$ cat config.mk
export PLATFORM = sky130hd
export DESIGN_NAME = systolic_sequencer
export DESIGN_NICKNAME = d
export VERILOG_FILES = /design/src/rtl/systolic_sequencer.sv
export SDC_FILE = /design/constraint.sdc
export NUM_CORES = 1
export LEC_CHECK = 0
export CORE_MARGIN = 2
export CORE_UTILIZATION = 49
export DETAILED_ROUTE_END_ITERATION = 8
export PLACE_DENSITY_LB_ADDON = 0.1
export SLEW_MARGIN = 5
export SYNTH_ARGS = -nofsm -noshare
export SYNTH_HDL_FRONTEND = slang
export SYNTH_SLANG_ARGS = --single-unit
$ cat constraint.sdc
create_clock -name clk -period 2.13 [get_ports clk]
set_input_delay 0.5325 -clock clk [delete_from_list [all_inputs] [get_ports clk]]
set_output_delay 0.5325 -clock clk [all_outputs]
set_load 0.01 [all_outputs]
$ cat src/rtl/systolic_sequencer.sv
// Start/done controller for the 2x2 systolic convolution datapath.
// Walks CLEAR -> FEED -> DRAIN -> DONE once per start; every output is a registered enable.
module systolic_sequencer #(
  parameter int FEED_STEPS   = 13,
  parameter int DRAIN_CYCLES = 2,
  parameter int IDX_W        = 4
) (
  input  logic             clk,
  input  logic             rst,
  input  logic             start,
  input  logic             abort,
  output logic             busy,
  output logic             done,
  output logic [IDX_W-1:0] seq_idx,
  output logic             feed_valid,
  output logic             pe_en,
  output logic             pe_clr,
  output logic             pe_mode,
  output logic             mem_shift,
  output logic [7:0]       op_count,
  output logic [2:0]       dbg_state_o
);

  localparam int DRAIN_W = $clog2(DRAIN_CYCLES) + 1;
  localparam int CNT_W   = (IDX_W > DRAIN_W) ? IDX_W : DRAIN_W;
  localparam logic [CNT_W-1:0] FEED_LAST  = CNT_W'(FEED_STEPS - 1);
  localparam logic [CNT_W-1:0] DRAIN_LAST = CNT_W'(DRAIN_CYCLES - 1);

  typedef enum logic [2:0] {
    S_IDLE  = 3'd0,
    S_CLEAR = 3'd1,
    S_FEED  = 3'd2,
    S_DRAIN = 3'd3,
    S_DONE  = 3'd4
  } state_t;

  state_t             state_q, state_d;
  logic [CNT_W-1:0]   step_q, step_d;
  logic               busy_q, busy_d;
  logic               done_q, done_d;
  logic [IDX_W-1:0]   seq_idx_q, seq_idx_d;
  logic               feed_valid_q, feed_valid_d;
  logic               pe_en_q, pe_en_d;
  logic               pe_clr_q, pe_clr_d;
  logic               pe_mode_q, pe_mode_d;
  logic               mem_shift_q, mem_shift_d;
  logic [7:0]         op_count_q, op_count_d;

  // Next-state logic; abort in a running state returns straight to IDLE.
  always_comb begin
    state_d = state_q;
    unique case (state_q)
      S_IDLE:  if (start && !abort) state_d = S_CLEAR;
      S_CLEAR: state_d = abort ? S_IDLE : S_FEED;
      S_FEED: begin
        if (abort)                    state_d = S_IDLE;
        else if (step_q == FEED_LAST) state_d = S_DRAIN;
      end
      S_DRAIN: begin
        if (abort)                     state_d = S_IDLE;
        else if (step_q == DRAIN_LAST) state_d = S_DONE;
      end
      S_DONE:  state_d = S_IDLE;
      default: state_d = S_IDLE;
    endcase
  end

  // Step counter restarts on every state entry and only advances in FEED/DRAIN.
  always_comb begin
    step_d = step_q + 1'b1;
    if (state_d != state_q || (state_d != S_FEED && state_d != S_DRAIN)) begin
      step_d = '0;
    end
  end

  // Moore outputs decoded from the upcoming state, then registered.
  always_comb begin
    busy_d       = 1'b0;
    done_d       = 1'b0;
    seq_idx_d    = '1;
    feed_valid_d = 1'b0;
    pe_en_d      = 1'b0;
    pe_clr_d     = 1'b0;
    pe_mode_d    = 1'b0;
    mem_shift_d  = 1'b0;
    op_count_d   = op_count_q;
    unique case (state_d)
      S_CLEAR: begin
        busy_d   = 1'b1;
        pe_clr_d = 1'b1;
      end
      S_FEED: begin
        busy_d       = 1'b1;
        feed_valid_d = 1'b1;
        pe_en_d      = 1'b1;
        seq_idx_d    = IDX_W'(step_d);
      end
      S_DRAIN: begin
        busy_d      = 1'b1;
        pe_en_d     = 1'b1;
        pe_mode_d   = 1'b1;
        mem_shift_d = 1'b1;
      end
      S_DONE: begin
        done_d     = 1'b1;
        op_count_d = op_count_q + 8'd1;
      end
      default: ;
    endcase
  end

  always_ff @(posedge clk) begin
    if (rst) begin
      state_q      <= S_IDLE;
      step_q       <= '0;
      busy_q       <= 1'b0;
      done_q       <= 1'b0;
      seq_idx_q    <= '1;
      feed_valid_q <= 1'b0;
      pe_en_q      <= 1'b0;
      pe_clr_q     <= 1'b0;
      pe_mode_q    <= 1'b0;
      mem_shift_q  <= 1'b0;
      op_count_q   <= 8'd0;
    end else begin
      state_q      <= state_d;
      step_q       <= step_d;
      busy_q       <= busy_d;
      done_q       <= done_d;
      seq_idx_q    <= seq_idx_d;
      feed_valid_q <= feed_valid_d;
      pe_en_q      <= pe_en_d;
      pe_clr_q     <= pe_clr_d;
      pe_mode_q    <= pe_mode_d;
      mem_shift_q  <= mem_shift_d;
      op_count_q   <= op_count_d;
    end
  end

  assign busy        = busy_q;
  assign done        = done_q;
  assign seq_idx     = seq_idx_q;
  assign feed_valid  = feed_valid_q;
  assign pe_en       = pe_en_q;
  assign pe_clr      = pe_clr_q;
  assign pe_mode     = pe_mode_q;
  assign mem_shift   = mem_shift_q;
  assign op_count    = op_count_q;
  assign dbg_state_o = state_q;

endmodule

==> summary.txt <==
Detailed routing
  • Avg WL per Cell: 13.49 um
  • Initial DRC Count: 7
  • Vias post-DR: 967
  • DRC: 0
  • Vias per cell: 5.722
  • Pre-antenna DRT Iters: 3
  • Total Wirelength: 2.279 mm
  • Post-DRT Antenna Nets: 0

Floorplanning
  • IO Count: 26
  • Die Area: 2811 um^2
  • Initial Util: 52.72%
  • Die width: 53.02 um
  • CORE AREA: 2233 um^2
  • Num rows: 17
  • Die Y-Extent: 53.02 um

Synthesis
  • Post-synth cell types: 41
  • Dominant synthesized flop cell: dfxtp_1
  • Warnings, synthesis: 0
  • EDFF count, synth: 0
  • Synthesized instance count: 110
  • Ys async rst share: 0%
  • Syn Area/Cell: 10.70 um^2
  • Syn nets: 118
  • Register area share after synthesis: 42.51%
  • Post-Synthesis Cell Area: 1177 um^2
  • Synthesis-stage register bit count: 25

Run status
  • Status: completed

Power and ir drop
  • Static Leak: 0.0005122 uW
  • Worst VDD drop: 0.3827 mV
  • Power Dens Cells: 500.7 nW/um^2

Setup path
  • Crit-path max FO: 9
  • Setup crit start kind: flip-flop
  • Worst EP arrival: 2.18 ns
  • Delay-heaviest family, CP: compound AO/OA/AOI/OAI gates
  • Setup crit end kind: flip-flop
  • CP required: 2.32 ns
  • Crit Path Category: reg2reg
  • Max stage delay cell, worst path: dfxtp_1
  • Worst-path cell chain: ha_1, or3b_2, a31oi_2, o221ai_1
  • Crit path largest cell delay: 0.48 ns
  • Worst path buffer plus inverter count: 0

Finish
  • Post-route cell area: 1511 um^2
  • Non-Filler Instances: 169
  • Final core occ: 67.68%
  • Ant diodes: 0
  • Nets: 150
  • Layout cells sized above 1: 15.60%
  • Area Overhead vs Synth: 28.37%

STA
  • Highest achievable clock rate: 0.5026 GHz
  • Tightest Pin Transition: 0.4560 ns
  • Max-slew violation count: 0
  • Layout Skew: 0.006794 ns
  • Fin worst setup slack: 0.1405 ns
  • Setup-failing EPs final: 0
  • Final hold violation count: 0
  • RSZ-0062 raised after global routing: no
  • Fin Hold WS: 0.5253 ns
  • Fin crit period: 1.990 ns
  • Final period util: 93.40%
  • Rel. slew slack: 69.50%

Global routing
  • Grt ovf: 0
  • Initial antenna violation count: 0
  • Number of global-route vias before repair: 846
  • First-pass GRT wire length: 3.732 mm
  • Largest net degree at the start of global routing: 19
  • Gr usage total: 18.27%

Clocking
  • Setup Fix Bufs, Post-CTS: 0
  • Clock slew at reported path FFs: 0.14 ns
  • CTS sink count: 25
  • Cts repair resizes: 0
  • Num CTS Buffers: 3
  • Clock buffer depth: 2
  • Hold-fix buffers, CTS: 0
  • Clock latency on the worst-skew pair: 0.32 ns
  • CTS root buffer: clkbuf_4
  • CTS tree: yes
  • Clock H-tree levels: 1

Place
  • DP Area: 1481 um^2
  • Routability cong.: 0.7244
  • Buffers on Ports: 25
  • Hpwl dp: 1.706 mm
  • Post-Place Setup Slack: -0.1471 ns
  • Placed cell count: 165

Job
  • Max cap viols: 0

Hold path
  • Hold crit path type: reg2reg
worst min-delay path, delay by kind of cell, from the launching register on:
family | cells | cell delay [ns]
DFF | 1 | 0.36
AOI/OAI and AO/OA | 2 | 0.13
area by class of cell:
| cell class | count | area, um^2 |
|---|---|---|
| Tap cell | 28 | 35.03 |
| Clock buffer | 3 | 22.52 |
| Sequential cell | 25 | 500.5 |
| Fill cell | 179 | 721.9 |
| Timing Repair Buffer | 33 | 310.3 |
| Inverter | 6 | 22.52 |
| Multi-Input combinational cell | 73 | 613.1 |
| Clock inverter | 1 | 7.507 |
cells in the mapped netlist, types with 2 or more instances:
| cell type | count | area (um^2) |
|---|---|---|
| nor4_4 | 2 | 42.54 |
| dfxtp_1 | 25 | 500.5 |
| nand2_1 | 2 | 7.510 |
| nor3_1 | 9 | 45.04 |
| a21oi_1 | 6 | 30.03 |
| mux2_1 | 2 | 22.52 |
| or3_1 | 3 | 18.77 |
| inv_1 | 6 | 22.52 |
| nand3_1 | 4 | 20.02 |
| or4_1 | 3 | 22.52 |
| o21ai_0 | 3 | 15.01 |
| clkbuf_1 | 2 | 7.510 |
| ha_1 | 4 | 50.05 |
| nor2b_1 | 2 | 12.51 |
| buf_6 | 2 | 22.52 |
| o31ai_1 | 4 | 30.03 |
| nor2_1 | 4 | 15.01 |
| o221ai_1 | 4 | 35.03 |
report_power, final:
group | internal (uW) | switching, uW
logic | 32.6 | 32.2
clock network | 71.6 | 143
registers | 474 | 3.92
total | 578 | 179
kinds of logic after synthesis:
family | after synthesis | share of synthesized area (%)
and+or+nand+nor | 40 | 26.78
AOI/OAI and AO/OA | 25 | 17.64
DFF | 25 | 42.51
buffers and inverters | 12 | 5.420
adders and majority gates | 4 | 4.251
xor gates and xnor gates | 2 | 1.488
muxes | 2 | 1.913
metrics by stage:
step                      total power, uW  setup TNS (ns)
after global routing                783.3               0
after global placement              551.6          -1.176
final                               756.8               0
after floorplan                     522.1               0
after detailed placement            552.9          -1.554
after CTS                           763.9               0
per-layer routing:
| layer | part of all wire, % | GRT usage, % |
|---|---|---|
| met3 | 2.8 | 3.107 |
| met1 | 50 | 25.44 |
| met5 | 0 | 0 |
| met4 | 0.75 | 8.120 |
| met2 | 46 | 27.50 |
placed cells by master, fill, tap and decap left out, types with 2 or more instances in the layout:
| cell type | netlist | routed |
|---|---|---|
| dfxtp_1 | 25 | 25 |
| clkdlybuf4s50_1 | 0 | 25 |
| nor3_1 | 9 | 9 |
| buf_4 | 1 | 8 |
| inv_1 | 6 | 6 |
| a21oi_1 | 6 | 6 |
| nor2_1 | 4 | 4 |
| o221ai_1 | 4 | 4 |
| o31ai_1 | 4 | 4 |
| nand3_1 | 4 | 4 |
| ha_1 | 4 | 4 |
| or4_1 | 3 | 3 |
| o21ai_0 | 3 | 3 |
| or3_1 | 3 | 3 |
| clkbuf_4 | 0 | 3 |
| nor2b_1 | 2 | 2 |
| nand2_1 | 2 | 2 |
| nor4_4 | 2 | 2 |
| mux2_1 | 2 | 2 |
flip-flops by register name (all words and copies together), names as in the netlist:
register     count
dbg_state_o      3
op_count         8
mem_shift        1
seq_idx          4
pe_en            1
step_q           4
done             1
busy             1
feed_valid       1
pe_clr           1
final timing paths:
path                                 start  slack [ns]                       end  depth (start not counted)
setup / recovery      step_q[0]$_SDFF_PP0_        0.14     seq_idx[2]$_SDFF_PP1_                          4
hold / removal    op_count[4]$_SDFFE_PP0P_        0.53  op_count[4]$_SDFFE_PP0P_                          2
setup reg to reg      step_q[0]$_SDFF_PP0_        0.14     seq_idx[2]$_SDFF_PP1_                          4
hold reg to reg   op_count[4]$_SDFFE_PP0P_        0.53  op_count[4]$_SDFFE_PP0P_                          2
Note: power is estimated with default switching activity, not from simulation.
